`config.mk`:
```
export PLATFORM = sky130hd
export DESIGN_NAME = shift_add_mult
export DESIGN_NICKNAME = d
export VERILOG_FILES = /design/src/rtl/shift_add_mult.sv
export SDC_FILE = /design/constraint.sdc
export NUM_CORES = 1
export LEC_CHECK = 0
export CORE_MARGIN = 2
export CORE_UTILIZATION = 45
export CTS_CLUSTER_SIZE = 12
export DETAILED_ROUTE_END_ITERATION = 10
export PLACE_DENSITY = 0.75
export SYNTH_ARGS = -nofsm -noshare
export SYNTH_HDL_FRONTEND = slang
export SYNTH_SLANG_ARGS = --single-unit
```
`constraint.sdc`:
```
create_clock -name clk -period 14.05 [get_ports clk]
set_input_delay 1.405 -clock clk [delete_from_list [all_inputs] [get_ports clk]]
set_output_delay 1.405 -clock clk [all_outputs]
set_load 0.01 [all_outputs]
```
`src/rtl/shift_add_mult.sv`:
```
// Purpose : sequential shift-and-add multiplier, signed (two's complement) or unsigned operands.
// Latency : SIZE edges from accepting start to done (fewer with SHIFT_ADD_MULT_EARLY_TERM_EN).
// Backpr. : none; start is accepted only while idle and is ignored while busy=1.
//
// Ports:
//   clk       - single clock, rising edge
//   reset     - asynchronous, active-high
//   start     - begin a multiply (accepted only when idle)
//   signed_op - 1: two's-complement operands, 0: unsigned; sampled with start
//   a, b      - multiplicand / multiplier (SIZE bits); sampled with start
//   prod      - registered 2*SIZE-bit product, held until the next result
//   busy      - high while a multiply is in progress
//   done      - one-cycle pulse when prod is written
//
// Optional macro SHIFT_ADD_MULT_EARLY_TERM_EN: finish as soon as the
// remaining multiplier bits are all zero.
module shift_add_mult #(
  parameter int SIZE = 32
) (
  input  logic              clk,
  input  logic              reset,
  input  logic              start,
  input  logic              signed_op,
  input  logic [SIZE-1:0]   a,
  input  logic [SIZE-1:0]   b,
  output logic [2*SIZE-1:0] prod,
  output logic              busy,
  output logic              done
);

  localparam int CW = $clog2(SIZE + 1);
  localparam logic [CW-1:0] LAST = CW'(SIZE - 1);

  localparam logic [0:0] IDLE = 1'b0;
  localparam logic [0:0] CALC = 1'b1;

  logic [0:0]        state;
  logic [2*SIZE-1:0] aReg;
  logic [2*SIZE-1:0] acc;
  logic [2*SIZE-1:0] accNext;
  logic [SIZE-1:0]   bReg;
  logic [SIZE-1:0]   bNext;
  logic [SIZE-1:0]   aMag;
  logic [SIZE-1:0]   bMag;
  logic [CW-1:0]     count;
  logic              sign;
  logic              lastIter;

  // Magnitudes as unsigned SIZE-bit values; the most negative operand
  // negates to itself, which read unsigned is exactly 2^(SIZE-1).
  assign aMag = (signed_op && a[SIZE-1]) ? -a : a;
  assign bMag = (signed_op && b[SIZE-1]) ? -b : b;

  assign accNext = bReg[0] ? (acc + aReg) : acc;
  assign bNext   = bReg >> 1;

`ifdef SHIFT_ADD_MULT_EARLY_TERM_EN
  // Once the shifted multiplier is zero no further partial products remain.
  assign lastIter = (count == LAST) || (bNext == '0);
`else
  assign lastIter = (count == LAST);
`endif

  assign busy = (state == CALC);

  always_ff @(posedge clk or posedge reset) begin
    if (reset) begin
      state <= IDLE;
      aReg  <= '0;
      bReg  <= '0;
      acc   <= '0;
      count <= '0;
      sign  <= 1'b0;
      prod  <= '0;
      done  <= 1'b0;
    end else begin
      done <= 1'b0;
      case (state)
        IDLE: begin
          if (start) begin
            sign  <= signed_op & (a[SIZE-1] ^ b[SIZE-1]);
            aReg  <= {{SIZE{1'b0}}, aMag};
            bReg  <= bMag;
            acc   <= '0;
            count <= '0;
            state <= CALC;
          end
        end
        CALC: begin
          acc   <= accNext;
          aReg  <= aReg << 1;
          bReg  <= bNext;
          count <= count + CW'(1);
          if (lastIter) begin
            // Use accNext so the final iteration's add lands in prod on this edge.
            prod  <= sign ? -accNext : accNext;
            done  <= 1'b1;
            state <= IDLE;
          end
        end
        default: state <= IDLE;
      endcase
    end
  end

endmodule

```
==> flow_results.xml <==
<?xml version="1.0" encoding="UTF-8"?>
<metrics>
  <group name="status">
    <metric name="outcome" unit="">complete, no violations</metric>
  </group>
  <group name="logic_synthesis">
    <metric name="combinational_family_with_the_most_area_after_synthesis" unit="">compound AO/OA/AOI/OAI gates</metric>
    <metric name="syn_nets" unit="">2453</metric>
    <metric name="muxShareOfSynthArea" unit="%">3.22</metric>
    <metric name="yosysUniqueCellTypes" unit="">99</metric>
    <metric name="total_of_flip_flops_plus_latches_after_synthesis" unit="">233</metric>
    <metric name="share_of_the_yosys_chip_area_belonging_to_registers" unit="%">31.9</metric>
    <metric name="synth_enable_flop_cells" unit="">0</metric>
    <metric name="ys_async_sr_fraction" unit="%">100</metric>
    <metric name="avgSynthCellArea" unit="um2">7.90</metric>
    <metric name="synth_compound_area_share" unit="%">25.5</metric>
    <metric name="syn-cell-area" unit="um2">18300</metric>
    <metric name="synth_adder_area_share" unit="%">4.69</metric>
    <metric name="synthesis.yosys.warnings" unit="">0</metric>
    <metric name="yosys.area_share.simple" unit="%">24.4</metric>
    <metric name="predominant_post_synthesis_flop_cell" unit="">dfrtp_1</metric>
    <metric name="synthXorXnorAreaFrac" unit="%">6.51</metric>
    <metric name="netlist_instances" unit="">2317</metric>
  </group>
  <group name="global_route">
    <metric name="antenna_found_initial" unit="">0</metric>
    <metric name="grt_overflow" unit="">0</metric>
    <metric name="via_count_of_the_first_global_routing_pass" unit="">16700</metric>
    <metric name="total_global_route_track_usage" unit="%">27.6</metric>
    <metric name="grt_first_pass_wirelength" unit="um">92100</metric>
    <metric name="grt_start_max_net_pins" unit="">103</metric>
  </group>
  <group name="pwr">
    <metric name="p_per_area" unit="nW/um2">234</metric>
    <metric name="power.ir.vdd_worst" unit="V">0.000112</metric>
    <metric name="power_leakage" unit="uW">0.00853</metric>
  </group>
  <group name="setup_path">
    <metric name="critPathCaptureType" unit="">flip-flop</metric>
    <metric name="arrival" unit="ps">5480</metric>
    <metric name="criticalPathCategory" unit="">flip-flop to flip-flop</metric>
    <metric name="setup.worst_path.start_class" unit="">flip-flop</metric>
    <metric name="worst_ep_required_time" unit="ps">14480</metric>
    <metric name="crit_path_max_fanout" unit="">64</metric>
  </group>
  <group name="timing">
    <metric name="timing.final.setup_violations" unit="">0</metric>
    <metric name="final-max-slew-violation-count" unit="">0</metric>
    <metric name="rsz0062_at_grt" unit="">no</metric>
    <metric name="max_slew.worst_pin.slew" unit="ps">929</metric>
    <metric name="period_share" unit="%">35.9</metric>
    <metric name="report.final.hold_viol_count" unit="">0</metric>
    <metric name="slew_headroom" unit="%">38.1</metric>
    <metric name="clock_skew" unit="ps">14.8</metric>
    <metric name="setup_tns" unit="ps">0</metric>
    <metric name="finalCriticalPeriod" unit="ps">5050</metric>
    <metric name="max_fclk" unit="MHz">198</metric>
  </group>
  <group name="clocking">
    <metric name="tritoncts.num_buffers" unit="">27</metric>
    <metric name="cts_buffer_depth" unit="">3</metric>
    <metric name="ctsHtreeMaxLevel" unit="">1</metric>
    <metric name="ctsResizeCount" unit="">0</metric>
    <metric name="cts_tree" unit="">done</metric>
    <metric name="hold_buffers" unit="">0</metric>
    <metric name="numClockSinks" unit="">233</metric>
    <metric name="cts_setup_buffers" unit="">0</metric>
    <metric name="insertion_delay" unit="ps">560</metric>
    <metric name="clk_transition_reported_paths" unit="ps">60</metric>
    <metric name="cts-root-buf" unit="">clkbuf_16</metric>
  </group>
  <group name="floorplanning">
    <metric name="floorplan.rows" unit="">73</metric>
    <metric name="initial_core_utilization" unit="%">45.8</metric>
    <metric name="io_pins" unit="">134</metric>
    <metric name="die-height" unit="um">206</metric>
    <metric name="die_x" unit="um">206</metric>
    <metric name="core-area" unit="um2">39900</metric>
    <metric name="dieArea" unit="um2">42300</metric>
  </group>
  <group name="cells_and_area">
    <metric name="final-instance-count-excl-fill" unit="">2901</metric>
    <metric name="final_layout_size_suffix_gt1_share" unit="%">5.85</metric>
    <metric name="multi_input_combinational_cell_area" unit="um2">11800</metric>
    <metric name="final.fill_count" unit="">3823</metric>
    <metric name="postLayoutCoreUtil" unit="%">52.0</metric>
    <metric name="antenna_cells" unit="">0</metric>
    <metric name="syn2layout_area_growth" unit="%">13.6</metric>
    <metric name="seq_area" unit="um2">5840</metric>
    <metric name="finish.net_count" unit="">2492</metric>
  </group>
  <group name="drt">
    <metric name="drcViolationCount" unit="">0</metric>
    <metric name="drt_iter0_drc" unit="">1430</metric>
    <metric name="m1WireLength" unit="um">24900</metric>
    <metric name="route.detailed.wl_per_inst" unit="um">20.2</metric>
    <metric name="route.top_layer_used" unit="">met4</metric>
    <metric name="postRouteAntennaNets" unit="">0</metric>
    <metric name="drt-pass1-iter-count" unit="">6</metric>
    <metric name="vias_per_cell" unit="">6.07</metric>
    <metric name="drt-total-wl" unit="um">58700</metric>
    <metric name="met3_wirelength" unit="um">2760</metric>
    <metric name="detailroute.wirelength.met2" unit="um">28100</metric>
    <metric name="via_count" unit="">17600</metric>
  </group>
  <group name="run">
    <metric name="drv.max_cap_violation_count" unit="">0</metric>
  </group>
  <group name="min_path">
    <metric name="hold_path_class" unit="">flip-flop to flip-flop</metric>
  </group>
  <group name="placed_design">
    <metric name="routability_congestion" unit="">0.973</metric>
    <metric name="post-place-cells" unit="">2852</metric>
    <metric name="port-buffer-count" unit="">133</metric>
    <metric name="place.detailed.hpwl" unit="um">44700</metric>
  </group>
</metrics>
==> final timing paths <==
| check | start | to | slack [ps] | depth (start not counted) |
|---|---|---|---|---|
| min reg2reg | prod[32]$_DFFE_PP0P_ | prod[32]$_DFFE_PP0P_ | 480 | 2 |
| max reg2reg | bReg[0]$_DFFE_PP0P_ | prod[63]$_DFFE_PP0P_ | 9000 | 13 |
| min in group asynchronous | reset | aReg[29]$_DFFE_PP0P_ | 1370 | 2 |
| max in group asynchronous | reset | busy$_DFF_PP0_ | 11100 | 3 |
| max | bReg[0]$_DFFE_PP0P_ | prod[63]$_DFFE_PP0P_ | 9000 | 13 |
| min | prod[32]$_DFFE_PP0P_ | prod[32]$_DFFE_PP0P_ | 480 | 2 |
==> cells in the final DEF (no fill, tap or decap), types with 45 or more instances in the layout <==
cell             instances
o21ai_0                346
nand2b_1               106
xor2_1                  65
mux2i_1                 45
nand2_1                409
xnor2_1                 71
ha_1                    67
clkdlybuf4s50_1        132
a21oi_1                126
nor3_1                  51
nor2_1                 103
dfrtp_1                230
==> cell usage after synthesis (7+ instances only) <==
master | number | area, um2
a211o_1 | 9 | 78.8
a211oi_1 | 17 | 128
a21o_1 | 30 | 225
a21oi_1 | 126 | 631
a31oi_1 | 12 | 75.1
and2_1 | 15 | 93.8
and3_1 | 7 | 43.8
and4_1 | 15 | 131
buf_1 | 18 | 67.6
buf_2 | 22 | 110
clkbuf_1 | 100 | 375
dfrtp_1 | 233 | 5830
ha_1 | 67 | 838
inv_1 | 30 | 113
mux2_2 | 11 | 124
mux2i_1 | 45 | 450
nand2_1 | 409 | 1540
nand2b_1 | 106 | 663
nand3_1 | 37 | 185
nand4_1 | 40 | 250
nor2_1 | 103 | 387
nor2b_1 | 14 | 87.6
nor3_1 | 51 | 255
nor3b_1 | 8 | 60.1
nor4_1 | 20 | 125
o211ai_1 | 16 | 120
o21a_1 | 19 | 143
o21ai_0 | 346 | 1730
o21ai_1 | 24 | 120
o31ai_1 | 38 | 285
o31ai_2 | 7 | 87.6
o41ai_1 | 9 | 78.8
or2_2 | 8 | 50.1
or3_1 | 32 | 200
xnor2_1 | 71 | 622
xor2_1 | 65 | 569
==> cell families after synthesis <==
logic type | Yosys count
AOI/OAI and AO/OA | 750
xor gates and xnor gates | 136
adders and majority gates | 68
buffers and inverters | 174
DFF | 233
muxes | 57
and+or+nand+nor | 899
==> flip-flops by register name, indices dropped and copies added (netlist names) <==
| name | flops |
|---|---|
| bReg | 32 |
| done | 1 |
| prod | 64 |
| busy | 1 |
| aReg | 64 |
| acc | 64 |
| sign | 1 |
| count | 6 |
==> area by class of cell <==
type	count	area share (%)
multi-input cells	1910	56.7
flip-flops and latches	233	28.1
repair buffers	153	7.14
clock buffers	35	3.59
well taps	525	3.16
clock inverters	14	0.729
inverters	31	0.596
==> layer usage <==
layer / global-route usage [%] / vias up
li1: - / 8430
met1: 35.1 / 8438
met5: 0 / -
met2: 47.2 / 586
met3: 2.69 / 142
met4: 12.9 / 0
==> power by group <==
| group | switching, uW | total, uW | leakage, uW | internal, uW |
|---|---|---|---|---|
| Sequential | 287 | 1240 | 0.00302 | 954 |
| Clock | 294 | 721 | 0.000448 | 428 |
| Combinational | 1800 | 2900 | 0.00505 | 1100 |
| Total | 2380 | 4870 | 0.00853 | 2490 |
==> worst max-delay path, stage by stage (launching register included) <==
cell and delay (ps):
dfrtp_4 720, inv_2 100, buf_4 620, nor3_1 140, a21oi_1 310, o21ai_0 200
or3_4 440, nor4b_4 430, nand4_1 320, nor4_1 470, nand4_1 280, nor4_1 600
or4_1 190, nand4_1 80
==> per-stage QoR <==
| step | cell area, um2 | power, uW | hold WS (ps) | setup WS, ps |
|---|---|---|---|---|
| 2_1_floorplan | 18300 | 3160 | 448 | 6260 |
| 3_3_place_gp | 19900 | 4050 | 461 | 9230 |
| 3_5_place_dp | 19900 | 4100 | 469 | 9150 |
| 4_1_cts | 20800 | 4840 | 485 | 9140 |
| 5_1_grt | 20800 | 5220 | 511 | 8710 |
| 6_report | 20800 | 4870 | 481 | 9000 |
(Power assumes the default switching activity.)
